<file path="src/rtl/bin2bcd_seq.sv">
// Sequential 14-bit binary to 4-digit BCD converter (shift-and-add-3, one bit per clock).
// Values above 9999 saturate to 9999 with overflow set; bcd/overflow only change on done.
module bin2bcd_seq (
  input  logic        clk,
  input  logic        rst,
  input  logic        start,
  input  logic [13:0] bin,
  output logic        busy,
  output logic        done,
  output logic [15:0] bcd,
  output logic        overflow
);

  typedef enum logic {
    IDLE = 1'b0,
    CONV = 1'b1
  } state_t;

  state_t      state_q, state_d;
  logic [13:0] sh_q, sh_d;
  logic [15:0] acc_q, acc_d;
  logic [15:0] acc_adj;
  logic [15:0] acc_shift;
  logic [3:0]  cnt_q, cnt_d;
  logic        ovf_pend_q, ovf_pend_d;
  logic [15:0] bcd_q, bcd_d;
  logic        overflow_q, overflow_d;
  logic        done_q, done_d;
  logic        accept;
  logic        last_iter;

  assign accept    = (state_q == IDLE) && start;
  assign last_iter = (state_q == CONV) && (cnt_q == 4'd13);

  // State register
  always_ff @(posedge clk) begin
    if (rst) begin
      state_q    <= IDLE;
      sh_q       <= '0;
      acc_q      <= '0;
      cnt_q      <= '0;
      ovf_pend_q <= 1'b0;
      bcd_q      <= '0;
      overflow_q <= 1'b0;
      done_q     <= 1'b0;
    end else begin
      state_q    <= state_d;
      sh_q       <= sh_d;
      acc_q      <= acc_d;
      cnt_q      <= cnt_d;
      ovf_pend_q <= ovf_pend_d;
      bcd_q      <= bcd_d;
      overflow_q <= overflow_d;
      done_q     <= done_d;
    end
  end

  // Next-state logic
  always_comb begin
    state_d = state_q;
    case (state_q)
      IDLE:    if (start) state_d = CONV;
      CONV:    if (cnt_q == 4'd13) state_d = IDLE;
      default: state_d = IDLE;
    endcase
  end

  // Datapath: digit adjust, then shift the combined accumulator/shift register
  always_comb begin
    acc_adj = acc_q;
    for (int i = 0; i < 4; i++) begin
      if (acc_q[4*i +: 4] >= 4'd5) acc_adj[4*i +: 4] = acc_q[4*i +: 4] + 4'd3;
    end
    acc_shift = {acc_adj[14:0], sh_q[13]};

    sh_d       = sh_q;
    acc_d      = acc_q;
    cnt_d      = cnt_q;
    ovf_pend_d = ovf_pend_q;
    bcd_d      = bcd_q;
    overflow_d = overflow_q;
    done_d     = 1'b0;

    if (accept) begin
      sh_d       = bin;
      acc_d      = '0;
      cnt_d      = '0;
      ovf_pend_d = (bin > 14'd9999);
    end else if (state_q == CONV) begin
      sh_d  = {sh_q[12:0], 1'b0};
      acc_d = acc_shift;
      cnt_d = cnt_q + 4'd1;
      // The accumulator wraps for inputs above 9999, so saturate instead of using it
      if (last_iter) begin
        bcd_d      = ovf_pend_q ? 16'h9999 : acc_shift;
        overflow_d = ovf_pend_q;
        done_d     = 1'b1;
      end
    end
  end

  // Outputs
  always_comb begin
    busy     = (state_q == CONV);
    done     = done_q;
    bcd      = bcd_q;
    overflow = overflow_q;
  end

endmodule
</file>
<file path="config.mk">
export PLATFORM = sky130hd
export DESIGN_NAME = bin2bcd_seq
export DESIGN_NICKNAME = d
export VERILOG_FILES = /design/src/rtl/bin2bcd_seq.sv
export SDC_FILE = /design/constraint.sdc
export NUM_CORES = 1
export LEC_CHECK = 0
export ABC_AREA = 0
export BUFFER_PORTS_ARGS = -buffer_cell sky130_fd_sc_hd__buf_2
export CORE_AREA = 2 2 73 75
export CTS_CLUSTER_DIAMETER = 40
export DETAILED_ROUTE_END_ITERATION = 10
export DIE_AREA = 0 0 75 77
export PLACE_DENSITY_LB_ADDON = 0.12
export SLEW_MARGIN = 20
export SYNTH_ARGS = -nofsm -noshare
export SYNTH_HDL_FRONTEND = slang
export SYNTH_SLANG_ARGS = --single-unit
export TNS_END_PERCENT = 1
</file>
<file path="constraint.sdc">
create_clock -name clk -period 1.6 [get_ports clk]
set_input_delay 0.08 -clock clk [delete_from_list [all_inputs] [get_ports clk]]
set_output_delay 0.08 -clock clk [all_outputs]
set_load 0.01 [all_outputs]
</file>
==> results of run 1 <==
-- synth_stat cells, types with 3 or more instances --
cell type | n | area [sq um]
o22ai_1 | 8 | 50.1
buf_2 | 7 | 35.0
inv_1 | 11 | 41.3
o21ai_1 | 8 | 40.0
nor3b_1 | 7 | 52.6
clkbuf_1 | 8 | 30.0
xnor2_1 | 5 | 43.8
nand3b_1 | 8 | 60.1
ha_1 | 10 | 125
dfxtp_1 | 54 | 1080
mux2_2 | 4 | 45.0
o21ai_0 | 6 | 30.0
nand2_1 | 12 | 45.0
a211oi_1 | 15 | 113
nand2b_1 | 5 | 31.3
nor3_1 | 4 | 20.0
mux2i_1 | 15 | 150
nor2_1 | 50 | 188
a21oi_1 | 24 | 120
nand4_1 | 3 | 18.8
-- state kept, by name (all words and copies together) (netlist names) --
name,flops
acc_q,16
bcd,16
busy,1
cnt_q,4
done,1
overflow,1
ovf_pend_q,1
sh_q,14
-- repair_timing --
action	CTS	global route
buffers inserted	0	0
gates resized for setup	0	9
endpoints found under the setup margin	0	7
-- report_power, final --
group	switching (mW)	internal, mW	leakage (nW)
registers	0.0360	1.39	0.440
logic	0.166	0.127	0.619
clock network	0.422	0.501	0.0573
total	0.624	2.02	1.12
-- worst min-delay path: stages --
cell	delay, ps
buf_2	80
nand4_1	80
o21ai_0	70
-- area by class of cell --
type,instances,area (sq um),share of cell area
timing repair buffer,45,254,0.0913
sequential,54,1080,0.390
tap,70,87.6,0.0315
clock inverter,1,30.0,0.0108
inverter,11,41.3,0.0148
multi-input combinational,191,1200,0.432
clock buffer,6,82.6,0.0297
-- final timing paths --
path,startpoint,to,slack [ps],cells after the start
hold / removal,bin[13],ovf_pend_q$_SDFFE_PP0P_,40,3
setup / recovery,acc_q[5]$_SDFFE_PP0P_,acc_q[6]$_SDFFE_PP0P_,80,6
hold reg to reg,overflow$_SDFFE_PP0P_,overflow$_SDFFE_PP0P_,470,2
setup reg to reg,acc_q[5]$_SDFFE_PP0P_,acc_q[6]$_SDFFE_PP0P_,80,6
-- metal layers --
layer / track usage / vias to the layer above / part of all wire
li1: - / 1010 / -
met1: 0.261 / 961 / 0.49
met2: 0.291 / 28 / 0.46
met3: 0.0486 / 5 / 0.037
met4: 0.0589 / 0 / 0.0088
met5: 0 / - / 0
-- cell families after synthesis --
group           Yosys count  synth area share
buf+inv                  29            0.0509
mux                      19            0.0818
xor+xnor                  7            0.0257
flops                    54             0.453
compound gates           62             0.151
simple gates             93             0.185
fa+ha+maj                10            0.0524
==> flow_summary.ini, run 1 <==
[status]
outcome = complete, no violations

[grt]
grt_pass1_vias = 1836
grt_use_total = 0.191
grt-ovfl-total = 0
grt_pass1_wl_mm = 8.54
grt_antenna_before_repair = 0
grt_max_degree = 39

[cells_and_area]
drive_above_1_share = 0.208
mostFrequentLayoutCell = dfxtp_1
layoutNonFillerInstCount = 378
antenna_cells = 0
fillers = 494
final_nets = 335
final_cell_mix = dfxtp_1, nor2_1, buf_2, a21oi_1
utilization = 0.559
design_area_sq_um = 2780
area_growth_pct = 16.6

[pwr]
power.leakage_nw = 1.12
p_total_mw = 2.64
powerDensity_nw_per_um2 = 950
ir_worst_vdd_mv = 0.430

[worst_setup_path]
worst_setup_path_end_kind = flip-flop
worst-path-buf-inv = 1
critPathTopFamily = multiplexers
crit_fanout = 3
crit_chain = inv_1 -> ha_1 -> nand2b_1 -> a21oi_2 -> mux2_2 -> o22ai_1
cp.arrival_ps = 1750
critPathMaxStageDelay_ps = 370
startpoint_type = flip-flop
worstPathRequired_ps = 1830
crit_type = flip-flop to flip-flop
cp_slowest_cell = mux2_2

[die]
fp.dieArea_sq_um = 5780
fp-row-count = 26
pin_count = 36
initial_core_util = 0.479
die_w_um = 75
die_h_um = 77
core_area_sq_um = 4980

[placement]
place_inst = 371
portBuffers = 35
place_congestion = 0.765
hpwl_mm = 3.50
dpl_cell_area_sq_um = 2640
post-place-ws_ps = 35.5

[sta]
setup_viol = 0
hold_viol = 0
finalSetupTns_ps = 0
report.final.slew_viol_count = 0
min_period_ps = 1520
grt_setup_unrepaired = false
clock_skew_ps = 6.87
relSlewSlack = 0.692
post-route-period-util = 0.948
worst_hold_slack_ps = 39.0
fmax_mhz = 659
setup_ws_ps = 83.6
worst_pin_slew_ps = 462

[clock_network]
hold_buffers = 0
cts_buffers = 5
cts.clk_slew.worst_paths_ps = 90
clockBufferDepth = 2
cts_root_buf = clkbuf_8
worstSkewPairLatency_ps = 300
clock-sinks = 54
htree_levels = 2
cts_tree = built

[route]
vias_per_cell = 5.30
drtIter0Drc = 88
drc = 0
vias = 2004
routed_wl_mm = 5.13
wl_per_cell_um = 13.6
drt-pass1-iter-count = 4
drtAntennaViolNets = 0

[synth]
yosysUniqueCellTypes = 28
ys_warn_count = 0
syn-num-nets = 301
netlist_area_sq_um = 2390
synth_async_sr_flop_share = 0
synth_edf_count = 0
synthCells = 274
ys.flop_type = dfxtp_1
ys_seq_elements = 54
syn_avg_cell_area_sq_um = 8.71
ys_seq_area_frac = 0.453

[job]
max_cap_violations = 0

[min_path]
hold_path_class = primary input to flip-flop
No activity file was read; power rests on OpenSTA's default activity.
==> inputs of run 2 (changes only) <==
--- a/config.mk
+++ b/config.mk
@@ -11,6 +11,7 @@
 export CTS_CLUSTER_DIAMETER = 40
 export DETAILED_ROUTE_END_ITERATION = 10
 export DIE_AREA = 0 0 75 77
+export HOLD_SLACK_MARGIN = 0.12
 export PLACE_DENSITY_LB_ADDON = 0.12
 export SLEW_MARGIN = 20
 export SYNTH_ARGS = -nofsm -noshare
==> run 2 against run 1 <==
Net effect:
- core utilization increased by 0.40 points
- clock-buffer cell count unchanged
- largest cell class unchanged
- largest power group unchanged
- register-to-register slack about the same
- critical path type unchanged
- sequential share of layout area decreased by 0.28 points
- highest routed layer unchanged
==> flow_summary.ini, run 2 (synthesis results as in run 1) <==
[status]
outcome = complete, no violations

[worst_setup_path]
worstPathRequired_ps = 1830
cp.arrival_ps = 1750
crit_fanout = 3
worst_setup_path_end_kind = flip-flop
startpoint_type = flip-flop
startpoint = acc_q[5]$_SDFFE_PP0P_
regToRegStartpoint = acc_q[5]$_SDFFE_PP0P_
crit_type = flip-flop to flip-flop
r2r_cells = 6

[placement]
place_congestion = 0.765
hpwl_mm = 3.50
dpl_cell_area_sq_um = 2640
post-place-ws_ps = 35.5
portBuffers = 35

[grt]
grt_pass1_wl_mm = 8.60
grt_pass1_vias = 1838
grt_antenna_before_repair = 0
grt-ovfl-total = 0
grt_max_degree = 39
grt_use_total = 0.192

[sta]
setup_viol = 0
clock_skew_ps = 7.80
post-route-period-util = 0.948
finalSetupTns_ps = 0
worst_pin_slew_ps = 458
report.final.slew_viol_count = 0
fmax_mhz = 659
worst_hold_slack_ps = 123
hold_viol = 0
min_period_ps = 1520
grt_setup_unrepaired = false
setup_ws_ps = 83.4
relSlewSlack = 0.695

[route]
wl_per_cell_um = 13.6
routed_wl_mm = 5.16
vias_per_cell = 5.27
drc = 0
vias = 2001
drtAntennaViolNets = 0
drtIter0Drc = 96
drt-pass1-iter-count = 4

[die]
fp.dieArea_sq_um = 5780
die_w_um = 75
die_h_um = 77
initial_core_util = 0.479
fp-row-count = 26
pin_count = 36
core_area_sq_um = 4980

[min_path]
min-delay-start = bin[2]
hold_path_class = primary input to flip-flop
hold_depth = 5

[cells_and_area]
drive_above_1_share = 0.206
antenna_cells = 0
final_cell_mix = dfxtp_1, nor2_1, buf_2, a21oi_1
area_growth_pct = 17.4
final_nets = 337
design_area_sq_um = 2800
mostFrequentLayoutCell = dfxtp_1

[clock_network]
worstSkewPairLatency_ps = 310
clockBufferDepth = 2
cts.clk_slew.worst_paths_ps = 90
cts_tree = built
htree_levels = 2
cts_buffers = 5
cts_root_buf = clkbuf_8
clock-sinks = 54
post-cts-setup-buffers = 0

[pwr]
ir_worst_vdd_mv = 0.431
p_comb_frac = 0.112
p_seq_frac = 0.538
switching_share = 0.237
p_int_mw = 2.02
p_total_mw = 2.65
clock_power_share = 0.350
switchingPower_mw = 0.628
powerDensity_nw_per_um2 = 945
power.leakage_nw = 1.12

[job]
max_cap_violations = 0
[run 2: changes by cell type in the layout (fill, tap and decap cells not counted), sizes merged]
cell | before | now
dlygate4sd3 | 0 | 2
[run 2: critical path, cell delays in order, from the launching register on]
cell and delay [ps]:
dfxtp_1 350, inv_1 70, ha_1 180, nand2b_1 160, a21oi_2 190, mux2_2 370, o22ai_1 120
[run 2: stage by stage]
step	std cells	util
2_1_floorplan	274	-
3_3_place_gp	371	0.531
3_5_place_dp	371	0.531
4_1_cts	380	0.558
5_1_grt	380	0.563
6_report	380	0.563
[run 2: worst paths after layout]
| kind | slack [ps] | end |
|---|---|---|
| worst max register to register | 80 | acc_q[6]$_SDFFE_PP0P_ |
| worst min-delay path | 120 | sh_q[2]$_SDFFE_PP0P_ |
| worst max-delay path | 80 | acc_q[6]$_SDFFE_PP0P_ |
| worst min register to register | 470 | overflow$_SDFFE_PP0P_ |
[run 2: layout make-up]
class	count	area, sq um
Inverter	11	41.3
Clock inverter	1	30.0
Multi-Input combinational cell	191	1200
Timing Repair Buffer	47	274
Fill cell	492	2180
Tap cell	70	87.6
Clock buffer	6	82.6
Sequential cell	54	1080
[run 2: metal layers]
| layer | share of wire | GRT usage |
|---|---|---|
| met5 | 0 | 0 |
| met2 | 0.46 | 0.292 |
| met4 | 0.0087 | 0.0589 |
| met3 | 0.036 | 0.0473 |
| met1 | 0.50 | 0.265 |
[run 2: what timing repair did]
item                                   4_1_cts  5_1_grt
resized for setup                            0        9
hold buffers                                 2        0
endpoints found under the hold margin        2        0
setup endpoints to repair                    0        7
[run 2: power groups by stage]
stage | Sequential (mW) | Clock [mW] | Combinational (mW)
floorplan | 1.45 | 0 | 0.214
global placement | 1.45 | 0 | 0.283
detailed placement | 1.45 | 0 | 0.290
CTS | 1.42 | 0.947 | 0.295
global route | 1.43 | 1.01 | 0.337
finish | 1.42 | 0.926 | 0.298
